File: config.mk
export PLATFORM = sky130hd
export DESIGN_NAME = display_pontos_anim
export DESIGN_NICKNAME = d
export VERILOG_FILES = /design/src/rtl/display_pontos_anim.sv
export SDC_FILE = /design/constraint.sdc
export NUM_CORES = 1
export LEC_CHECK = 0
export ABC_AREA = 0
export BUFFER_PORTS_ARGS = -buffer_cell sky130_fd_sc_hd__buf_2
export CAP_MARGIN = 0
export CORE_MARGIN = 8
export CORE_UTILIZATION = 46
export CTS_CLUSTER_DIAMETER = 50
export DETAILED_ROUTE_END_ITERATION = 8
export PLACE_DENSITY_LB_ADDON = 0.15
export SYNTH_ARGS = -nofsm -noshare
export SYNTH_HDL_FRONTEND = slang
export SYNTH_HIERARCHICAL = 1
export SYNTH_SLANG_ARGS = --single-unit
export TNS_END_PERCENT = 5
File: constraint.sdc
create_clock -name clock -period 4.4 [get_ports clock]
set_clock_uncertainty 0.15 [all_clocks]
set_input_delay 0.44 -clock clock [delete_from_list [all_inputs] [get_ports clock]]
set_output_delay 0.44 -clock clock [all_outputs]
set_load 0.01 [all_outputs]
File: src/rtl/display_pontos_anim.sv
// Score display driver: sequential double-dabble conversion of a W-bit score into
// DIGITS seven-segment displays, with count-up animation, blink and zero blanking.

module hexa7seg (
  input  logic [3:0] codigo,
  output logic [6:0] segmentos
);
  logic [6:0] seg_on;

  // Segments are active-low on the board; seg_on is gfedcba with 1 = lit.
  always_comb begin
    seg_on = 7'b0000000;
    case (codigo)
      4'd0: seg_on = 7'b0111111;
      4'd1: seg_on = 7'b0000110;
      4'd2: seg_on = 7'b1011011;
      4'd3: seg_on = 7'b1001111;
      4'd4: seg_on = 7'b1100110;
      4'd5: seg_on = 7'b1101101;
      4'd6: seg_on = 7'b1111101;
      4'd7: seg_on = 7'b0000111;
      4'd8: seg_on = 7'b1111111;
      4'd9: seg_on = 7'b1101111;
      default: seg_on = 7'b0000000;
    endcase
    segmentos = ~seg_on;
  end
endmodule

module display_pontos_anim #(
  parameter int W             = 7,
  parameter int DIGITS        = 3,
  parameter int SUPRIME_ZEROS = 1,
  parameter int STEP_DIV      = 1_000_000,
  parameter int BLINK_DIV     = 25_000_000
) (
  input  logic                  clock,
  input  logic                  reset,
  input  logic [W-1:0]          pontos,
  input  logic                  enable,
  input  logic                  animar,
  input  logic                  piscar,
  output logic [7*DIGITS-1:0]   disp,
  output logic [4*DIGITS-1:0]   digitos_bcd,
  output logic                  ocupado,
  output logic                  atualizado
);
  // The accumulator always keeps at least one digit above the displayed ones, so
  // overflow is simply "any upper digit non-zero" and the add-3 stage never wraps.
  localparam int NEED_DIG = (W * 30103) / 100000 + 1;
  localparam int ACC_DIG  = (NEED_DIG > DIGITS) ? NEED_DIG : DIGITS + 1;
  localparam int STEP_W   = (STEP_DIV > 1) ? $clog2(STEP_DIV) : 1;
  localparam int BLINK_W  = (BLINK_DIV > 1) ? $clog2(BLINK_DIV) : 1;
  localparam int BIT_W    = (W > 1) ? $clog2(W) : 1;

  typedef enum logic [1:0] {OCIOSO, CONVERTE, CARREGA} estado_t;

  estado_t               estado_q, estado_d;
  logic [W-1:0]          mostrado_q, mostrado_d;
  logic [W-1:0]          convertido_q, convertido_d;
  logic [W-1:0]          captura_q, captura_d;
  logic [W-1:0]          shift_q, shift_d;
  logic [4*ACC_DIG-1:0]  acc_q, acc_d, acc_adj;
  logic [BIT_W-1:0]      bit_cnt_q, bit_cnt_d;
  logic [4*DIGITS-1:0]   digitos_q, digitos_d;
  logic                  atualizado_q, atualizado_d;
  logic [STEP_W-1:0]     step_cnt_q, step_cnt_d;
  logic [BLINK_W-1:0]    blink_cnt_q, blink_cnt_d;
  logic                  fase_q, fase_d;
  logic                  step_wrap, blink_wrap, overflow;
  logic [DIGITS-1:0]     zeros_acima;
  logic [3:0]            codigo [DIGITS];

  always_comb begin
    step_wrap   = (step_cnt_q == STEP_W'(STEP_DIV - 1));
    step_cnt_d  = step_wrap ? '0 : step_cnt_q + STEP_W'(1);
    blink_wrap  = (blink_cnt_q == BLINK_W'(BLINK_DIV - 1));
    blink_cnt_d = blink_wrap ? '0 : blink_cnt_q + BLINK_W'(1);
    fase_d      = fase_q ^ blink_wrap;

    mostrado_d = mostrado_q;
    if (!animar || (pontos < mostrado_q))
      mostrado_d = pontos;
    else if ((pontos > mostrado_q) && step_wrap)
      mostrado_d = mostrado_q + W'(1);
  end

  for (genvar gi = 0; gi < ACC_DIG; gi++) begin : g_add3
    assign acc_adj[4*gi +: 4] = (acc_q[4*gi +: 4] >= 4'd5) ? acc_q[4*gi +: 4] + 4'd3
                                                           : acc_q[4*gi +: 4];
  end

  assign overflow = |acc_q[4*ACC_DIG-1:4*DIGITS];

  always_comb begin
    estado_d     = estado_q;
    convertido_d = convertido_q;
    captura_d    = captura_q;
    shift_d      = shift_q;
    acc_d        = acc_q;
    bit_cnt_d    = bit_cnt_q;
    digitos_d    = digitos_q;
    atualizado_d = 1'b0;
    case (estado_q)
      OCIOSO: begin
        if (mostrado_q != convertido_q) begin
          captura_d = mostrado_q;
          shift_d   = mostrado_q;
          acc_d     = '0;
          bit_cnt_d = '0;
          estado_d  = CONVERTE;
        end
      end
      CONVERTE: begin
        acc_d     = {acc_adj[4*ACC_DIG-2:0], shift_q[W-1]};
        shift_d   = shift_q << 1;
        bit_cnt_d = bit_cnt_q + BIT_W'(1);
        if (bit_cnt_q == BIT_W'(W - 1))
          estado_d = CARREGA;
      end
      CARREGA: begin
        digitos_d    = overflow ? {DIGITS{4'd9}} : acc_q[4*DIGITS-1:0];
        convertido_d = captura_q;
        atualizado_d = 1'b1;
        estado_d     = OCIOSO;
      end
      default: estado_d = OCIOSO;
    endcase
  end

  always_ff @(posedge clock) begin
    if (reset) begin
      estado_q     <= OCIOSO;
      mostrado_q   <= '0;
      convertido_q <= '0;
      captura_q    <= '0;
      shift_q      <= '0;
      acc_q        <= '0;
      bit_cnt_q    <= '0;
      digitos_q    <= '0;
      atualizado_q <= 1'b0;
      step_cnt_q   <= '0;
      blink_cnt_q  <= '0;
      fase_q       <= 1'b0;
    end else begin
      estado_q     <= estado_d;
      mostrado_q   <= mostrado_d;
      convertido_q <= convertido_d;
      captura_q    <= captura_d;
      shift_q      <= shift_d;
      acc_q        <= acc_d;
      bit_cnt_q    <= bit_cnt_d;
      digitos_q    <= digitos_d;
      atualizado_q <= atualizado_d;
      step_cnt_q   <= step_cnt_d;
      blink_cnt_q  <= blink_cnt_d;
      fase_q       <= fase_d;
    end
  end

  // zeros_acima[i]: digit i and every digit above it are zero.
  always_comb begin
    zeros_acima = '0;
    zeros_acima[DIGITS-1] = (digitos_q[4*(DIGITS-1) +: 4] == 4'd0);
    for (int i = DIGITS - 2; i >= 0; i--)
      zeros_acima[i] = zeros_acima[i+1] && (digitos_q[4*i +: 4] == 4'd0);
  end

  for (genvar gi = 0; gi < DIGITS; gi++) begin : g_disp
    assign codigo[gi] = !enable                ? 4'd10 :
                        (piscar && fase_q)     ? 4'd10 :
                        ((SUPRIME_ZEROS != 0) && (gi != 0) && zeros_acima[gi]) ? 4'd10 :
                        digitos_q[4*gi +: 4];
    hexa7seg u_dec (
      .codigo    (codigo[gi]),
      .segmentos (disp[7*gi +: 7])
    );
  end

  assign digitos_bcd = digitos_q;
  assign ocupado     = (estado_q != OCIOSO);
  assign atualizado  = atualizado_q;

endmodule

==> results of run 1 <==
==> area by class of cell <==
cell class                 instances  area share
timing repair buffer              50      0.0420
inverter                          40      0.0242
multi-input combinational        511       0.506
clock inverter                     7      0.0131
tap                              147      0.0297
clock buffer                       9      0.0363
sequential                       108       0.349
==> logic make-up (layout without fill, tap and decap cells) <==
family	Yosys count	count (layout)	synth area share
flip-flops	108	108	0.387
AND/OR/NAND/NOR	294	294	0.252
AO/OA/AOI/OAI	115	115	0.124
buffers and inverters	69	106	0.0520
XOR/XNOR	66	66	0.104
adder cells (fa/ha/maj)	36	36	0.0807
==> state kept, by name (all words and copies together), names as in the netlist <==
register,count
atualizado,1
bit_cnt_q,3
digitos_bcd,12
step_cnt_q,20
shift_q,7
fase_q,1
captura_q,7
estado_q,2
mostrado_q,7
acc_q,16
convertido_q,7
blink_cnt_q,25
==> worst min-delay path, delay by kind of cell <==
family	cells	cell delay (ps)
compound gates	1	50
simple gates	1	90
buf+inv	1	110
==> through the flow <==
step / hold slack (ps) / instance area [um^2] / total power [mW] / instances / util
2_1_floorplan: 280 / 5580 / 1.18 / 688 / -
3_3_place_gp: 288 / 5890 / 1.23 / 856 / 0.495
4_1_cts: 225 / 6200 / 2.07 / 872 / 0.520
3_5_place_dp: 294 / 5890 / 1.24 / 856 / 0.495
5_1_grt: 243 / 6200 / 2.14 / 872 / 0.520
6_report: 235 / 6200 / 2.04 / 872 / 0.520
==> layer usage <==
layer  vias to the layer above  routed length [um]  part of all wire  global-route usage
met5                         -                   0                 0                   0
met4                         0                  88            0.0075              0.0361
met3                         7                 508             0.043              0.0473
met2                        56                5390              0.46               0.242
met1                      2092                5780              0.49               0.193
li1                       2401                   -                 -                   -
==> path summary, 6_finish.rpt <==
| check | start | end | slack [ps] | depth (start not counted) |
|---|---|---|---|---|
| worst max-delay path | digitos_bcd[8]$_SDFFE_PP0P_ | disp[10] | 770 | 9 |
| worst min-delay path | pontos[3] | mostrado_q[3]$_SDFFE_PP0P_ | 230 | 3 |
| worst max register to register | blink_cnt_q[0]$_SDFF_PP0_ | blink_cnt_q[19]$_SDFF_PP0_ | 1920 | 6 |
| worst min register to register | captura_q[4]$_SDFFE_PP0P_ | convertido_q[4]$_SDFFE_PP0P_ | 300 | 2 |
==> power breakdown <==
part | switching [mW] | internal, mW
sequential | 0.0287 | 1.00
combinational | 0.117 | 0.0634
clock | 0.380 | 0.449
==> cells in the mapped netlist, drive strengths merged <==
cell type / instances / area (um^2)
dfxtp: 108 / 2160
nor2: 100 / 375
nand2: 75 / 282
a21oi: 44 / 231
inv: 40 / 150
ha: 36 / 450
xor2: 36 / 315
xnor2: 30 / 263
nand3: 29 / 145
o21ai: 26 / 130
nor3: 21 / 105
clkbuf: 20 / 75.1
nand4: 16 / 115
a31oi: 15 / 93.8
nand2b: 13 / 81.3
a211oi: 9 / 72.6
a22oi: 9 / 67.6
and3: 9 / 56.3
buf: 9 / 65.1
nor4: 7 / 68.8
a22o: 6 / 52.6
and4: 5 / 43.8
or2: 5 / 31.3
or4: 4 / 30.0
or3: 3 / 18.8
and2: 2 / 12.5
nor4b: 2 / 17.5
a21o: 1 / 7.51
a311oi: 1 / 8.76
nand3b: 1 / 7.51
nor2b: 1 / 6.26
nor4bb: 1 / 10.0
o211ai: 1 / 7.51
o21a: 1 / 7.51
o21bai: 1 / 7.51
o31ai: 1 / 7.51
==> impl_metrics.ini, run 1 <==
[floorplan]
die_width_um = 126
ios = 47
start_util = 0.469
rows = 40
dieArea_um2 = 15900
die_y_um = 126
core_area_um2 = 11900

[critical_path]
cp.arrival_ps = 3040
worstPathMaxFanout = 5
cp-end-kind = output pin
cp_slowest_cell = o21ai_0
critPathBufInv = 2
start_kind = flip-flop
crit_required_ps = 3810
crit_type = flip-flop to output pin
path_cells = or3_1 > or4_1 > o21ai_0 > inv_1 > ha_1 > or2_1 > a21oi_2 > a31oi_1 > buf_2
critical-path-top-delay-family = simple AND/OR/NAND/NOR gates
crit_path_max_incr_delay_ps = 520

[drt]
num_vias = 4556
via_per_inst = 5.22
wl_per_cell_um = 13.5
routed_wl_um = 11800
final_antenna_net_count = 0
first_iter_violations = 248
post-route-drc-count = 0
first_pass_iters = 5

[timing]
finalCriticalPeriod_ps = 3630
finalHoldViolCount = 0
setup_tns_ps = 0
drv_slew = 0
setup_viol = 0
fmax_mhz = 275
max_slew_margin = 0.286
fin_crit_sh = 0.826
grt_setup_unrepaired = no
worstMarginPinSlew_ps = 1060
setup_ws_ps = 766

[global_route]
grt_pass1_wl_um = 20100
grt_max_degree = 43
grt_pass1_vias = 4180
grt_use_total = 0.151
antenna_found_initial = 0
overflow = 0

[finish]
diodes = 0
layout_common_cells = dfxtp_1 (108), nor2_1 (100), nand2_1 (75)
syn2layout_area_growth_pct = 11.0
drive_gt1_frac = 0.106
layout_commonest_cell = dfxtp_1
multi_input_area_um2 = 3130
nFillCells = 1146
nNetsFinal = 768
seq_area_um2 = 2160

[cts]
clk_pin_slew_ps = 70
clock_latency_ps = 350
cts.htree.levels = 3
hold_buffers = 0
post-cts-setup-buffers = 0
clock-sinks = 108
cts_resized = 0
root_buffer = clkbuf_16
cts_made_buffers = 9
clk_path_buf_depth = 2
cts_tree = done

[yosys]
synth.net_count = 736
synth_area_um2 = 5580
synth-seq-cells = 108
synthDistinctLibCells = 45
ys_seq_area_frac = 0.387
postSynthCellCount = 688
syn_avg_cell_area_um2 = 8.11
yosys_warnings = 6

[placed_design]
place.gp.congestion = 0.796
port_buffers = 46
dp_slack_ps = 1150
dpl.hpwl_um = 8440

[power]
leakagePower_nw = 2.33
ir_worst_vdd_mv = 0.189
p_per_area_nw_per_um2 = 329

[job]
max_cap_viol_count = 0

[min_path]
min_path_type = input port to flip-flop

[outcome]
status = completed
Power figures use the tool's default switching activity.
==> inputs of run 2 (changes only) <==
clock period = 3.63 ns   (was 4.4 ns; I/O delays follow)
==> impl_metrics.ini, run 2 (same netlist as run 1, synthesis figures left out) <==
[placed_design]
place.gp.congestion = 0.812
port_buffers = 46
dp_slack_ps = 460
dpl.hpwl_um = 8530

[global_route]
grt_pass1_vias = 4341
grt_max_degree = 48
grt_pass1_wl_um = 20200
antenna_found_initial = 0
overflow = 0
grt_use_total = 0.149

[cts]
cts_made_buffers = 9
clk_pin_slew_ps = 70
clk_path_buf_depth = 2
cts_tree = done
cts.htree.levels = 3
clock_latency_ps = 340
hold_buffers = 0
clock-sinks = 108
root_buffer = clkbuf_16

[drt]
post-route-drc-count = 0
wl_per_cell_um = 13.4
first_pass_iters = 4
routed_wl_um = 11700
via_per_inst = 5.26
final_antenna_net_count = 0
num_vias = 4593
first_iter_violations = 270

[floorplan]
core_area_um2 = 11900
dieArea_um2 = 15900
ios = 47
start_util = 0.469
die_width_um = 126
die_y_um = 126
rows = 40

[critical_path]
reg2reg_from = blink_cnt_q[0]$_SDFF_PP0_
cp-end-kind = output pin
worstPathMaxFanout = 5
crit_type = flip-flop to output pin
ff2ff_setup_slack_ps = 1150
path_cells = or3_1 > or4_1 > o21ai_1 > inv_1 > ha_1 > or2_1 > a21oi_2 > a31oi_1 > buf_2
rr_endpoint = blink_cnt_q[23]$_SDFF_PP0_
reg2reg_depth = 6
cp.arrival_ps = 2820
cp_slowest_cell = or4_1
start_kind = flip-flop
crit_required_ps = 3120
crit_path_max_incr_delay_ps = 430

[timing]
worstMarginPinSlew_ps = 983
finalCriticalPeriod_ps = 3340
max_slew_margin = 0.342
fin_crit_sh = 0.919
grt_setup_unrepaired = no
setup_viol = 0
fmax_mhz = 300
setup_ws_ps = 293
setup_tns_ps = 0
drv_slew = 0
finalHoldViolCount = 0

[finish]
layout_commonest_cell = dfxtp_1
syn2layout_area_growth_pct = 10.7
top_regs = blink_cnt_q (25), step_cnt_q (20), acc_q (16)
largest_reg_flops = 25
nNetsFinal = 771
regMostFlops = blink_cnt_q
layout_common_cells = dfxtp_1 (108), nor2_1 (100), nand2_1 (75)
drive_gt1_frac = 0.103
diodes = 0
nFillCells = 1124

[power]
power_frac_clock = 0.382
power_frac_seq = 0.525
p_int_mw = 1.80
swShare = 0.246
ir_worst_vdd_mv = 0.272
p_sw_mw = 0.587
p_per_area_nw_per_um2 = 386
comb_power_share = 0.093
leakagePower_nw = 2.33

[job]
max_cap_viol_count = 0

[min_path]
holdCritStartpoint = pontos[0]
hold_end = mostrado_q[0]$_SDFFE_PP0P_
hold_depth = 3
min_path_type = input port to flip-flop

[outcome]
status = completed
-- run 2: cell count changes in the layout (fill, tap and decap cells not counted), moves of 2 or more --
cell        delta
buf_4          +3
clkbuf_1       +3
clkbuf_8       +2
clkinvlp_4     -2
inv_6          -2
-- run 2: area by class of cell --
cell class / instances / area [um^2] / share of cell area
timing repair buffer: 53 / 283 / 0.0458
clock buffer: 14 / 264 / 0.0427
sequential: 108 / 2160 / 0.350
multi-input combinational: 511 / 3130 / 0.506
clock inverter: 1 / 7.51 / 0.00121
tap: 147 / 184 / 0.0298
inverter: 40 / 150 / 0.0243
-- run 2: critical path, delay by kind of cell, from the launching register on --
family          cells  cell delay [ps]
simple gates        3             1050
buf+inv             2              340
fa+ha+maj           1              210
compound gates      3              560
flops               1              340
-- run 2: how the worst max path moves through the flow --
stage	start	endpoint	slack (ps)	cells past startpoint
after CTS	digitos_bcd[8]$_SDFFE_PP0P_	disp[10]	80	9
after global routing	digitos_bcd[8]$_SDFFE_PP0P_	disp[10]	160	9
after floorplan	digitos_bcd[8]$_SDFFE_PP0P_	disp[7]	810	8
after detailed placement	digitos_bcd[8]$_SDFFE_PP0P_	disp[10]	460	9
after global placement	digitos_bcd[8]$_SDFFE_PP0P_	disp[10]	560	9
final	digitos_bcd[8]$_SDFFE_PP0P_	disp[10]	290	9
-- run 2: metrics by stage --
| step | std cells | total power, mW | hold WS [ps] | utilization | area (um^2) |
|---|---|---|---|---|---|
| after floorplan | 688 | 1.43 | 280 | - | 5580 |
| after global placement | 859 | 1.50 | 289 | 0.496 | 5910 |
| after detailed placement | 859 | 1.50 | 292 | 0.496 | 5910 |
| after CTS | 874 | 2.41 | 148 | 0.519 | 6180 |
| after global routing | 874 | 2.49 | 163 | 0.519 | 6180 |
| final | 874 | 2.38 | 162 | 0.519 | 6180 |
-- run 2: per-layer routing --
metal  vias up  wire, um  GRT usage
li1       2400         -          -
met4         0        71     0.0453
met1      2124      5580      0.186
met2        65      5520      0.248
met5         -         0          0
met3         4       537     0.0380
-- run 2: power groups by stage --
| stage | Sequential [mW] | Clock [mW] | Combinational (mW) |
|---|---|---|---|
| finish | 1.25 | 0.910 | 0.221 |
| floorplan | 1.26 | 0 | 0.169 |
| global placement | 1.28 | 0 | 0.219 |
| global route | 1.26 | 0.981 | 0.253 |
| CTS | 1.25 | 0.937 | 0.222 |
| detailed placement | 1.28 | 0 | 0.221 |
-- run 2: repair_timing --
item / 4_1_cts / 5_1_grt
gates resized for setup: 0 / 1
setup buffers: 0 / 0
endpoints found under the setup margin: 0 / 2
